`src/rtl/conv_pkg.sv`:
```
// Shared types and constants for the convolution sequencer.
//   ACT_W / ACC_W : activation/weight word width and result word width
//   N_DEF / K_DEF : default feature-map and kernel side lengths
//   CNT_W         : width of the weight, activation and result counters
//   state_e       : sequencer FSM states
package conv_pkg;

   localparam int ACT_W = 16;
   localparam int ACC_W = 32;
   localparam int N_DEF = 10;
   localparam int K_DEF = 3;
   localparam int CNT_W = 16;

   typedef enum logic [2:0] {
      S_IDLE,
      S_CLR,
      S_LOAD_W,
      S_STREAM,
      S_DRAIN,
      S_FINISH
   } state_e;

endpackage

```
`src/rtl/res_fifo2.sv`:
```
// Two-entry result FIFO between the convolver capture point and the r_* stream.
//   clk, global_rst_n   : clock, async active-low reset (empties and zeroes entries)
//   push, push_data     : write one result (ignored when full)
//   pop                 : remove head entry (ignored when empty)
//   head, empty, full   : head entry and occupancy flags
module res_fifo2
   import conv_pkg::*;
(
   input  logic             clk,
   input  logic             global_rst_n,
   input  logic             push,
   input  logic [ACC_W-1:0] push_data,
   input  logic             pop,
   output logic [ACC_W-1:0] head,
   output logic             empty,
   output logic             full
);

   logic [1:0][ACC_W-1:0] mem_q, mem_d;
   logic                  wr_ptr_q, wr_ptr_d;
   logic                  rd_ptr_q, rd_ptr_d;
   logic [1:0]            cnt_q, cnt_d;
   logic                  do_push, do_pop;

   assign empty   = (cnt_q == 2'd0);
   assign full    = (cnt_q == 2'd2);
   assign head    = mem_q[rd_ptr_q];
   assign do_push = push & ~full;
   assign do_pop  = pop & ~empty;

   always_comb begin
      mem_d    = mem_q;
      wr_ptr_d = wr_ptr_q ^ do_push;
      rd_ptr_d = rd_ptr_q ^ do_pop;
      cnt_d    = cnt_q + {1'b0, do_push} - {1'b0, do_pop};
      if (do_push) begin
         mem_d[wr_ptr_q] = push_data;
      end
   end

   always_ff @(posedge clk or negedge global_rst_n) begin
      if (!global_rst_n) begin
         mem_q    <= '0;
         wr_ptr_q <= 1'b0;
         rd_ptr_q <= 1'b0;
         cnt_q    <= 2'd0;
      end else begin
         mem_q    <= mem_d;
         wr_ptr_q <= wr_ptr_d;
         rd_ptr_q <= rd_ptr_d;
         cnt_q    <= cnt_d;
      end
   end

endmodule

```
`src/rtl/conv_sequencer.sv`:
```
// Frame sequencer for an external KxK convolver over an NxN feature map.
//   clk, global_rst_n            : clock, async active-low reset
//   start                        : frame start pulse (honoured only when idle)
//   w_valid/w_ready/w_data       : kernel weight stream, row-major
//   a_valid/a_ready/a_data       : activation stream, row-major, N*N words
//   r_valid/r_ready/r_data       : result stream out of a 2-entry FIFO
//   conv_rst/conv_ce/conv_act/conv_weight : convolver controls
//   conv_op/conv_valid/conv_end  : convolver outputs
//   busy, done                   : not-idle flag, frame-complete pulse
//
// state    | meaning
// S_IDLE   | waiting for start
// S_CLR    | convolver held in reset for two cycles, counters cleared
// S_LOAD_W | accepting K*K kernel weights
// S_STREAM | forwarding N*N activations while the FIFO has space
// S_DRAIN  | clocking zeros through the convolver until all results are out
// S_FINISH | waiting for the FIFO to empty, then pulsing done
module conv_sequencer
   import conv_pkg::*;
#(
   parameter int N = N_DEF,
   parameter int K = K_DEF
) (
   input  logic                   clk,
   input  logic                   global_rst_n,
   input  logic                   start,
   input  logic                   w_valid,
   output logic                   w_ready,
   input  logic [ACT_W-1:0]       w_data,
   input  logic                   a_valid,
   output logic                   a_ready,
   input  logic [ACT_W-1:0]       a_data,
   output logic                   r_valid,
   input  logic                   r_ready,
   output logic [ACC_W-1:0]       r_data,
   output logic                   conv_rst,
   output logic                   conv_ce,
   output logic [ACT_W-1:0]       conv_act,
   output logic [K*K*ACT_W-1:0]   conv_weight,
   input  logic [ACC_W-1:0]       conv_op,
   input  logic                   conv_valid,
   input  logic                   conv_end,
   output logic                   busy,
   output logic                   done
);

   localparam int               KK       = K * K;
   localparam logic [CNT_W-1:0] LAST_W   = CNT_W'(KK - 1);
   localparam logic [CNT_W-1:0] LAST_ACT = CNT_W'(N * N - 1);
   localparam logic [CNT_W-1:0] NUM_RES  = CNT_W'((N - K + 1) * (N - K + 1));

   state_e                  state_q, state_d;
   logic                    clr_tmr_q, clr_tmr_d;
   logic [CNT_W-1:0]        widx_q, widx_d;
   logic [CNT_W-1:0]        acnt_q, acnt_d;
   logic [CNT_W-1:0]        rcnt_q, rcnt_d;
   logic [KK*ACT_W-1:0]     wgt_q, wgt_d;

   logic fifo_push, fifo_pop, fifo_empty, fifo_full, space;

   assign space = ~fifo_full;

   always_comb begin
      state_d   = state_q;
      clr_tmr_d = clr_tmr_q;
      widx_d    = widx_q;
      acnt_d    = acnt_q;
      rcnt_d    = rcnt_q;
      wgt_d     = wgt_q;
      w_ready   = 1'b0;
      a_ready   = 1'b0;
      conv_ce   = 1'b0;
      conv_act  = '0;
      done      = 1'b0;

      case (state_q)
         S_IDLE: begin
            if (start) begin
               state_d   = S_CLR;
               clr_tmr_d = 1'b1;
            end
         end
         S_CLR: begin
            widx_d = '0;
            acnt_d = '0;
            rcnt_d = '0;
            if (clr_tmr_q == 1'b0) begin
               state_d = S_LOAD_W;
            end else begin
               clr_tmr_d = clr_tmr_q - 1'b1;
            end
         end
         S_LOAD_W: begin
            w_ready = 1'b1;
            if (w_valid) begin
               for (int i = 0; i < KK; i++) begin
                  if (widx_q == CNT_W'(i)) begin
                     wgt_d[i*ACT_W +: ACT_W] = w_data;
                  end
               end
               widx_d = widx_q + 1'b1;
               if (widx_q == LAST_W) begin
                  state_d = S_STREAM;
               end
            end
         end
         S_STREAM: begin
            conv_ce  = a_valid & space;
            a_ready  = conv_ce;
            conv_act = a_data;
            if (conv_ce) begin
               acnt_d = acnt_q + 1'b1;
               if (acnt_q == LAST_ACT) begin
                  state_d = S_DRAIN;
               end
            end
         end
         S_DRAIN: begin
            conv_ce = space;
            if ((rcnt_q == NUM_RES) || conv_end) begin
               state_d = S_FINISH;
            end
         end
         S_FINISH: begin
            if (fifo_empty) begin
               done    = 1'b1;
               state_d = S_IDLE;
            end
         end
         default: state_d = S_IDLE;
      endcase

      // Results beyond the last valid window position are discarded.
      fifo_push = conv_ce & conv_valid & (rcnt_q < NUM_RES);
      if (fifo_push) begin
         rcnt_d = rcnt_q + 1'b1;
      end
   end

   always_ff @(posedge clk or negedge global_rst_n) begin
      if (!global_rst_n) begin
         state_q   <= S_IDLE;
         clr_tmr_q <= 1'b0;
         widx_q    <= '0;
         acnt_q    <= '0;
         rcnt_q    <= '0;
         wgt_q     <= '0;
      end else begin
         state_q   <= state_d;
         clr_tmr_q <= clr_tmr_d;
         widx_q    <= widx_d;
         acnt_q    <= acnt_d;
         rcnt_q    <= rcnt_d;
         wgt_q     <= wgt_d;
      end
   end

   // conv_rst follows the reset pin directly so the convolver is held while we are.
   assign conv_rst    = ~global_rst_n | (state_q == S_CLR);
   assign conv_weight = wgt_q;
   assign busy        = (state_q != S_IDLE);
   assign r_valid     = ~fifo_empty;
   assign fifo_pop    = r_valid & r_ready;

   res_fifo2 u_res_fifo2 (
      .clk          (clk),
      .global_rst_n (global_rst_n),
      .push         (fifo_push),
      .push_data    (conv_op),
      .pop          (fifo_pop),
      .head         (r_data),
      .empty        (fifo_empty),
      .full         (fifo_full)
   );

endmodule

```
`config.mk`:
```
export PLATFORM = sky130hd
export DESIGN_NAME = conv_sequencer
export DESIGN_NICKNAME = d
export VERILOG_FILES = /design/src/rtl/conv_pkg.sv /design/src/rtl/res_fifo2.sv /design/src/rtl/conv_sequencer.sv
export SDC_FILE = /design/constraint.sdc
export NUM_CORES = 1
export LEC_CHECK = 0
export BUFFER_PORTS_ARGS = -buffer_cell sky130_fd_sc_hd__buf_2
export CAP_MARGIN = 10
export CORE_MARGIN = 10
export CORE_UTILIZATION = 30
export CTS_CLUSTER_DIAMETER = 60
export CTS_CLUSTER_SIZE = 24
export DETAILED_ROUTE_END_ITERATION = 7
export PLACE_DENSITY = 0.49
export RECOVER_POWER = 100
export SYNTH_ARGS = -nofsm -noshare
export SYNTH_HDL_FRONTEND = slang
export SYNTH_SLANG_ARGS = --single-unit
```
`constraint.sdc`:
```
create_clock -name clk -period 6.5 [get_ports clk]
set_input_delay 1.3 -clock clk [delete_from_list [all_inputs] [get_ports clk]]
set_output_delay 1.3 -clock clk [all_outputs]
set_load 0.01 [all_outputs]
```
==> reports/results.tsv <==
metric	value	unit
wirelength	30200	µm
crit_required	6940	ps
violations	max-capacitance violations, max-slew violations	
finalNonFillerCells	1577	
antenna_found_initial	1	
hpwl	21300	µm
synthFlopType	dfrtp_1	
htree_levels	1	
fin_skew	12.8	ps
fmax	0.211	GHz
yosys.area.top_type_share	0.590	
cp_max_fo	32	
drv_cap	6	
cellPowerDensity	453	mW/mm²
syn_inst	812	
clock_path_buffers	3	
worst-r2r-cell-count	5	
hold_path_depth	1	
crit_type	input port to register	
syn_to_final_growth	21.8	%
fillers	3678	
drv_slew	184	
synth_area_leaders	dfrtp_1 (59%), mux2_2 (23%), xor2_1 (1.6%)	
synth_largest_area_cell	dfrtp_1	
cts_tree	built	
hold_viol	0	
initial_utilization	0.305	
drt_iter0_drc	295	
synthArstFlopShare	1.00	
synth_edf_count	0	
hold_buffers	0	
avgSynthCellArea	13.8	µm²
synth.distinct_cells	48	
drc_errors	0	
max_slew_margin	-1.19	
vias_per_cell	4.64	
grt_max_degree	76	
clk_latency	560	ps
gp_congestion	0.765	
power.leakage	6.35	nW
dr.pass1.iters	4	
port_buffers	270	
dp_cells	1524	
cts_buffers	29	
fin_crit_sh	0.731	
ir_worst_vdd	219	µV
setup_viol	0	
coreArea	0.0367	mm²
status	finished with violations	
clkSlewWorstSetupHoldPaths	60	ps
synth_area	0.0112	mm²
r2r_start	state_q[2]	
period_needed	4750	ps
row_count	70	
die_area	0.0454	mm²
critPathArrivalTime	5190	ps
finalPower	6.18	mW
hp-start	u_res_fifo2.mem_q[54]	
rsz0062_at_grt	false	
seq_area_frac_synth	0.590	
yosysWarnings	0	
crit_start	a_valid	
diodes	0	
synth_common_cells	dfrtp_1 (264), mux2_2 (229), nor2_1 (39)	
clock-sinks	264	
worstSetupEndpointType	register	
grt_pass1_wl	47400	µm
vias	7311	
setup_tns	0	ps
synth.most_common_cell	dfrtp_1	
synth-seq-cells	264	
grt_pass1_vias	7727	
hold_path.class	register to register	
worstMarginPinSlew	3290	ps
syn_nets	893	
cp-start-kind	input port	
die_w	213	µm
cts_resized	0	
postCtsSetupBuffers	0	
antenna_left	0	
cts_root_buf	clkbuf_16	
final_net_count	1168	
grt_overflow_total	0	
ios	271	
wl_per_cell	19.2	µm
die_h	213	µm
drive_gt1_frac	0.326	
grt.total_usage	0.131	
==> worst max-delay path, stage by stage <==
cell and delay [ps]:
clkbuf_1 120, and4b_1 190, o21ai_0 140, or4_1 770, nor2_1 2160, mux2_2 480
==> state kept, by name (all words and copies together) (netlist names) <==
| register | count |
|---|---|
| conv_weight | 144 |
| rcnt_q | 16 |
| widx_q | 16 |
| u_res_fifo2.wr_ptr_q | 1 |
| acnt_q | 16 |
| state_q | 3 |
| u_res_fifo2.mem_q | 64 |
| u_res_fifo2.cnt_q | 2 |
| u_res_fifo2.rd_ptr_q | 1 |
| clr_tmr_q | 1 |
==> area by class of cell <==
cell class	count	area, µm²	share of cell area
multi-input cells	498	4240	0.311
flip-flops and latches	264	6610	0.485
clock inverters	18	196	0.0144
inverters	18	67.6	0.00496
repair buffers	276	1160	0.0852
clock buffers	35	768	0.0564
well taps	468	586	0.0430
==> path summary, 6_finish.rpt <==
kind                                         end  slack [ps]
max reg2reg                u_res_fifo2.mem_q[50]        1960
max in group asynchronous  u_res_fifo2.mem_q[14]        2250
max                        u_res_fifo2.mem_q[50]        1750
min reg2reg                u_res_fifo2.mem_q[54]         480
min                        u_res_fifo2.mem_q[54]         480
min in group asynchronous        conv_weight[10]         710
==> report_power, final <==
part / internal (mW) / total [mW] / switching [mW]
logic: 0.899 / 1.99 / 1.09
clock network: 0.912 / 1.64 / 0.731
registers: 2.21 / 2.55 / 0.333
total: 4.02 / 6.18 / 2.16
==> per-layer routing <==
metal | vias to the layer above | GRT usage | routed length (µm)
li1 | 3425 | - | -
met1 | 3714 | 0.174 | 13500
met2 | 129 | 0.215 | 14600
met3 | 41 | 0.0254 | 1560
met4 | 2 | 0.0323 | 529
met5 | - | 0 | 13
==> placed cells by master, fill, tap and decap left out, drive strengths merged, types with 3 or more instances in the layout <==
| cell | netlist | layout |
|---|---|---|
| inv | 18 | 26 |
| a21oi | 10 | 10 |
| nand3b | 3 | 3 |
| and3 | 5 | 5 |
| and2 | 25 | 25 |
| dfrtp | 264 | 264 |
| nor2b | 3 | 3 |
| o31ai | 4 | 4 |
| nand3 | 22 | 22 |
| nor2 | 40 | 40 |
| nor4b | 3 | 3 |
| ha | 9 | 9 |
| clkinv | 0 | 7 |
| nand2 | 32 | 32 |
| o21ai | 14 | 14 |
| xnor2 | 7 | 7 |
| mux2 | 240 | 240 |
| nand2b | 6 | 6 |
| xor2 | 20 | 20 |
| nand4 | 14 | 14 |
| nor4 | 7 | 7 |
| or3 | 5 | 5 |
| buf | 18 | 88 |
| clkbuf | 14 | 223 |
| nor3 | 11 | 11 |
==> metrics by stage <==
| stage | area (µm²) | setup WS [ps] | hold WS [ps] | util |
|---|---|---|---|---|
| finish | 13600 | 1750 | 481 | 0.371 |
| global route | 13600 | 1380 | 507 | 0.371 |
| CTS | 14000 | 2680 | 486 | 0.380 |
| detailed placement | 13000 | 2550 | 471 | 0.354 |
| global placement | 13000 | 2590 | 462 | 0.354 |
| floorplan | 11200 | 3360 | 451 | - |
==> cells by family after synthesis <==
logic type / share of synthesized area
DFF: 0.590
xor gates and xnor gates: 0.0211
adders and majority gates: 0.0101
buffers and inverters: 0.0235
muxes: 0.243
AOI/OAI and AO/OA: 0.0215
and+or+nand+nor: 0.0904
Power figures use the tool's default switching activity.
